===== src/rtl/cache_line_burst_adapter.sv =====
// Converts one cache-line request into a burst of BUS_WIDTH beats on the memory bus.
// Only one transaction is outstanding at a time; line responses are single-cycle pulses.
module cache_line_burst_adapter #(
  parameter int unsigned LINE_WIDTH = 256,
  parameter int unsigned BUS_WIDTH  = 64,
  parameter int unsigned ADDR_WIDTH = 32
) (
  input  logic                  clk,
  input  logic                  rst,
  input  logic [ADDR_WIDTH-1:0] dfp_addr,
  input  logic                  dfp_read,
  input  logic                  dfp_write,
  input  logic [LINE_WIDTH-1:0] dfp_wdata,
  output logic [LINE_WIDTH-1:0] dfp_rdata,
  output logic [ADDR_WIDTH-1:0] dfp_raddr,
  output logic                  dfp_r_resp,
  output logic                  dfp_w_resp,
  output logic [ADDR_WIDTH-1:0] bmem_addr,
  output logic                  bmem_read,
  output logic                  bmem_write,
  output logic [BUS_WIDTH-1:0]  bmem_wdata,
  input  logic                  bmem_ready,
  input  logic [BUS_WIDTH-1:0]  bmem_rdata,
  input  logic [ADDR_WIDTH-1:0] bmem_raddr,
  input  logic                  bmem_resp
);

  localparam int unsigned BEATS = LINE_WIDTH / BUS_WIDTH;
  localparam int unsigned CW    = (BEATS > 1) ? $clog2(BEATS) : 1;
  localparam logic [CW-1:0] LAST = CW'(BEATS - 1);

  if ((BEATS < 2) || ((BEATS & (BEATS - 1)) != 0) || (BEATS * BUS_WIDTH != LINE_WIDTH))
  begin : g_bad_params
    $error("LINE_WIDTH/BUS_WIDTH must be an exact power of two of at least 2");
  end

  typedef enum logic [2:0] {IDLE, RD_REQ, RD_DATA, WR_DATA, RESP} state_t;

  state_t                          state, state_next;
  logic [CW-1:0]                   cnt;
  logic                            op_rd;
  logic [ADDR_WIDTH-1:0]           addr_q, raddr_stage, raddr_q;
  logic [BEATS-1:0][BUS_WIDTH-1:0] wline, rbuf, rbuf_next, rline_q;

  always_ff @(posedge clk or negedge rst) begin
    if (!rst) state <= IDLE;
    else      state <= state_next;
  end

  always_comb begin
    state_next = state;
    case (state)
      IDLE:    if (dfp_read)                      state_next = RD_REQ;
               else if (dfp_write)                state_next = WR_DATA;
      RD_REQ:  if (bmem_ready)                    state_next = RD_DATA;
      RD_DATA: if (bmem_resp && (cnt == LAST))    state_next = RESP;
      WR_DATA: if (bmem_ready && (cnt == LAST))   state_next = RESP;
      RESP:                                       state_next = IDLE;
      default:                                    state_next = IDLE;
    endcase
  end

  // Beats accumulate in rbuf; the visible line only changes when the last beat lands.
  always_comb begin
    rbuf_next      = rbuf;
    rbuf_next[cnt] = bmem_rdata;
  end

  always_ff @(posedge clk or negedge rst) begin
    if (!rst) begin
      cnt         <= '0;
      op_rd       <= 1'b0;
      addr_q      <= '0;
      raddr_stage <= '0;
      raddr_q     <= '0;
      wline       <= '0;
      rbuf        <= '0;
      rline_q     <= '0;
    end else begin
      case (state)
        IDLE: begin
          cnt <= '0;
          if (dfp_read) begin
            addr_q <= dfp_addr;
            op_rd  <= 1'b1;
          end else if (dfp_write) begin
            addr_q <= dfp_addr;
            wline  <= dfp_wdata;
            op_rd  <= 1'b0;
          end
        end
        RD_REQ: cnt <= '0;
        RD_DATA: begin
          if (bmem_resp) begin
            rbuf <= rbuf_next;
            cnt  <= cnt + 1'b1;
            if (cnt == '0) raddr_stage <= bmem_raddr;
            if (cnt == LAST) begin
              rline_q <= rbuf_next;
              raddr_q <= raddr_stage;
            end
          end
        end
        WR_DATA: if (bmem_ready) cnt <= cnt + 1'b1;
        default: ;
      endcase
    end
  end

  assign dfp_rdata  = rline_q;
  assign dfp_raddr  = raddr_q;
  assign dfp_r_resp = (state == RESP) && op_rd;
  assign dfp_w_resp = (state == RESP) && !op_rd;
  assign bmem_read  = (state == RD_REQ);
  assign bmem_write = (state == WR_DATA);
  assign bmem_addr  = (bmem_read || bmem_write) ? addr_q : '0;
  assign bmem_wdata = bmem_write ? wline[cnt] : '0;

endmodule


===== config.mk =====
export PLATFORM = sky130hd
export DESIGN_NAME = cache_line_burst_adapter
export DESIGN_NICKNAME = d
export VERILOG_FILES = /design/src/rtl/cache_line_burst_adapter.sv
export SDC_FILE = /design/constraint.sdc
export NUM_CORES = 1
export LEC_CHECK = 0
export BUFFER_PORTS_ARGS = -buffer_cell sky130_fd_sc_hd__buf_4
export CAP_MARGIN = 20
export CORE_AREA = 2 2 305 307
export CTS_CLUSTER_SIZE = 14
export DETAILED_ROUTE_END_ITERATION = 16
export DIE_AREA = 0 0 307 309
export PLACE_DENSITY = 0.7
export SYNTH_ARGS = -nofsm -noshare
export SYNTH_HDL_FRONTEND = slang
export SYNTH_SLANG_ARGS = --single-unit

===== constraint.sdc =====
create_clock -name clk -period 6.5 [get_ports clk]
set_input_delay 0.975 -clock clk [delete_from_list [all_inputs] [get_ports clk]]
set_output_delay 0.975 -clock clk [all_outputs]
set_load 0.01 [all_outputs]

# Yosys cells after proc, flatten, opt, wreduce, memory -nomap -nowiden
# Index checks and enable logic that the tools add are counted.
# totals
reg_bits	870
in_bits	390
out_inout_bits	388
elab_cells	72
# op_classes
bitwise_logic	1
mux	20
eq_ne	11
n_addsub	1
magnitude_cmp	2
n_reduce_logical	19
# ops
operator	count
256-bit bitwise mux	1
64-bit two-way mux	3
64-bit binary-select mux with 2-bit select	1
64-bit demux with 2-bit select	1
32-bit two-way mux	3
3-bit two-way mux	5
3-bit case mux with 4 select lines	1
3-bit AND reduction	4
3-bit by 2-bit equality test with 1-bit output (second input constant)	2
2-bit by 1-bit != test with 1-bit output (second input constant)	3
2-bit case mux with 3 select lines	1
1-bit logical AND	5
2-bit two-way mux	2
2-bit != test (second input constant)	2
2-bit AND reduction	2
4-bit AND reduction	1
3-bit by 1-bit equality test with 1-bit output (second input constant)	1
3-bit equality test (second input constant)	1
3-bit zero test	1
2-bit by 3-bit < comparator with 1-bit output (second input constant)	1
3-bit != test (second input constant)	1
3-bit nonzero test	1
2-bit by 1-bit adder with 2-bit output (second input constant)	1
2-bit equality test (second input constant)	1
other kinds (8)	9

# Depth between registers and ports, before layout
# logic_depth
word_depth	5
ltp_mapped	8
ltp_nobuf	4

# Least setup slack after synthesis
# Ideal clock, no wire load.
# synth_timing
kind	register to output
startpoint	reg cnt[0]
endpoint	out bmem_wdata[0]
path_stages_with_launch	5
required_ns	5.525
slack_ns	3.879
arrival_time_ns	1.646
path_buffers	2
path_cell_list	dfrtp_1 buf_2 buf_2 mux4_2 and3_1
# synth_via
elab_chain_len	3
# synth_rtl
item	line	text
start, declared	40	logic [CW-1:0] cnt;
start signal, assigned	96	cnt <= cnt + 1'b1;
start signal, assigned	104	WR_DATA: if (bmem_ready) cnt <= cnt + 1'b1;
64-bit binary-select mux with 2-bit select	117	assign bmem_wdata = bmem_write ? wline[cnt] : '0;
64-bit two-way mux (implied by the code)	117	
64-bit two-way mux	117	
end, declared	21	output logic [BUS_WIDTH-1:0] bmem_wdata,
# No other way between the ends. The select of a mux whose other input is x is not followed.

# Final worst setup path
# layout_timing
startpoint	reg cnt[0]
endpoint	out bmem_wdata[63]
# The elaborated chain is that of the path after synthesis.

==> run metrics <==
run status=complete, no violations; Synth area leaders=dfrtp_1 (58%), mux2_2 (31%), mux4_2 (4.1%), mux2_4 (1.7%), buf_6 (1.2%); origin of the critical flop-to-flop path=cnt[0]$_DFFE_PN0P_; Post-synth ARST share=1.00; first-iteration detailed-routing DRC count=approximately 1300; Layout area overhead=28.0%; cts hold-fix bufs=0; Detailed Routing Iterations Pass 1=5; Clock Tree Buf Depth=3; Post-synth top cells=mux2_2 (951), dfrtp_1 (806), and3_1 (64), mux4_2 (64), clkbuf_1 (42); #FFs+latches synth=around 810; # Max-Cap Violations=0; area of the multi-input gates=13700 um2; CTS buffer count=90; Clock Sinks=roughly 810; Final HPWL DP=about 66000 um; skew final=~14 ps; Synth area leader=dfrtp_1; Worst-Margin Slew=between 1000 and 1500 ps; grt ovf=0; # rows=around 110; sequential area share after synthesis=0.580; post-cts resize count=0; syn nets=between 2000 and 3000; worst hold margin=approximately 420 ps; GP Congestion=~0.91; main flop type after synthesis=dfrtp_1; core area=91400 um2; vias per cell=between 5 and 6; Critical Path RT=about 5500 ps; YS warnings=0; final wirelength=approximately 95000 um; Worst Path Arrival=3250 ps; Synth Area per Inst=~16 um2; Max FO, Critical Path=37; Die Area=94900 um2; Worst Setup SP=cnt[0]$_DFFE_PN0P_; die width=slightly above 300 um; Gate Count Post-Synth=roughly 2100; layout cells sized above 1=0.680; Initial Utilization=0.381; largest net degree at the start of global routing=between 150 and 200; Yosys cell types=33; number of synthesized flops with an enable pin=0; vias after detailed routing=21000; die span in y=~310 um; WL/cell=between 20 and 25 um; top cell type's share of synthesized area=0.580; initial antenna violation count=11; Setup Fix Bufs, Post-CTS=0; clk slew on worst S/H paths=60 ps; first-pass GRT wire length=around 140000 um; crit start category=flip-flop; Pleak=approximately 21 nW; port buffer count=~780; top-count cell post-synth=mux2_2; VDD IR-drop max=between 0.2 and 0.3 mV; HP Class=in -> async; setup violators final=0; number of global-route vias before repair=22100; max-slew violation count=0; H-tree levels=3; GRT Total Usage=0.199; Final Cycle Share=0.650; synthesized area=~35000 um2; WS Path Type=reg -> out; total power=between 20 and 25 mW; I/O pin count=between 700 and 800; worst skew pair latency=between 600 and 700 ps; final worst path period need=around 4200 ps; Seq. cell area=between 20000 and 25000 um2; Layout fillers=~7900; nets=between 3000 and 4000; RSZ-0062 raised after global routing=false; ANT nets after route=0; TritonCTS clock tree=done; setup TNS=0 ps; Critical Path End Type=primary output; fmax=237 MHz; root buf cell=clkbuf_16; drc violations=0; Power Dens Cells=just over 500 nW/um2; Slew HR=0.274; final-report hold violation count=0
-- power by group --
group / internal, mW / switching [mW]
Clock: 2.92 / 2.08
Sequential: 7.49 / 1.39
Combinational: 5.18 / 3.43
-- path summary, 6_finish.rpt --
kind,end,slack (ps),cells past startpoint
worst max-delay path,bmem_wdata[63],2280,4
worst max register to register,dfp_raddr[17]$_DFFE_PN0P_,2980,6
max in group asynchronous,wline[200]$_DFFE_PN0P_,4560,2
min in group clk,addr_q[9]$_DFFE_PN0P_,500,1
worst min register to register,addr_q[9]$_DFFE_PN0P_,500,1
worst min-delay path,dfp_rdata[42]$_DFFE_PN0P_,420,1
-- flip-flops by register name, indices dropped and copies added, names as in the netlist --
register and cells:
dfp_raddr 32, addr_q 32, dfp_rdata 256, rbuf 192, raddr_stage 32, cnt 2, op_rd 1, state 3
wline 256
-- cell families (layout without fill, tap and decap cells) --
| logic type | count (synthesis) | in the layout | share of synthesized area |
|---|---|---|---|
| AO/OA/AOI/OAI | 8 | 8 | 0.00147 |
| adder cells (fa/ha/maj) | 4 | 4 | 0.00144 |
| buffers and inverters | 148 | 973 | 0.0281 |
| flip-flops | 806 | 806 | 0.580 |
| multiplexers | 1058 | 1058 | 0.368 |
| other | 0 | 11 | 0 |
| AND/OR/NAND/NOR | 117 | 117 | 0.0217 |
-- critical path: stages (launching register included) --
cell	delay [ps]
dfrtp_4	840
buf_4	730
mux4_2	590
and3_1	200
buf_4	150
-- final cells by class --
cell class,count,area share
inverter,4,0.000337
antenna,11,0.000618
tap,1186,0.0333
sequential,806,0.453
timing repair buffer,811,0.139
clock buffer,131,0.0591
multi-input combinational,1187,0.308
clock inverter,27,0.00601
-- stage by stage --
| stage | instance area (um2) | cells | worst slack (ps) | util |
|---|---|---|---|---|
| finish | 44500 | 4163 | 2280 | 0.487 |
| global route | 44500 | 4161 | 2010 | 0.487 |
| CTS | 44500 | 4150 | 2140 | 0.486 |
| detailed placement | 41600 | 3992 | 2880 | 0.455 |
| global placement | 41600 | 3992 | 2900 | 0.455 |
| floorplan | 34800 | 2141 | 3880 | - |
-- layout by cell type (no fill, tap or decap), types with 2 or more instances in the layout --
master	netlist	layout
mux2_2	951	951
dfrtp_1	806	803
buf_4	27	802
clkbuf_16	0	93
mux4_2	64	64
and3_1	64	64
mux2_4	40	40
and2_1	33	33
clkbuf_1	42	22
clkinv_2	0	16
clkbuf_8	0	16
diode_2	0	11
buf_12	0	7
inv_1	4	4
clkinv_8	0	4
nand2_1	3	3
o21ai_0	3	3
ha_4	0	3
bufinv_16	0	3
nor3_1	2	2
nand3_1	2	2
nand2_4	0	2
mux2_1	2	2
clkinvlp_4	0	2
dfrtp_4	0	2
-- layer usage --
metal  wire [um]  part of all wire  vias up  track usage
met2       47900              0.50      666        0.333
met1       37600              0.39    10900        0.242
li1            -                 -     9279            -
met4        2440             0.026        0       0.0706
met5           0                 0        -            0
met3        7520             0.079      117       0.0630
Power figures use the tool's default switching activity.
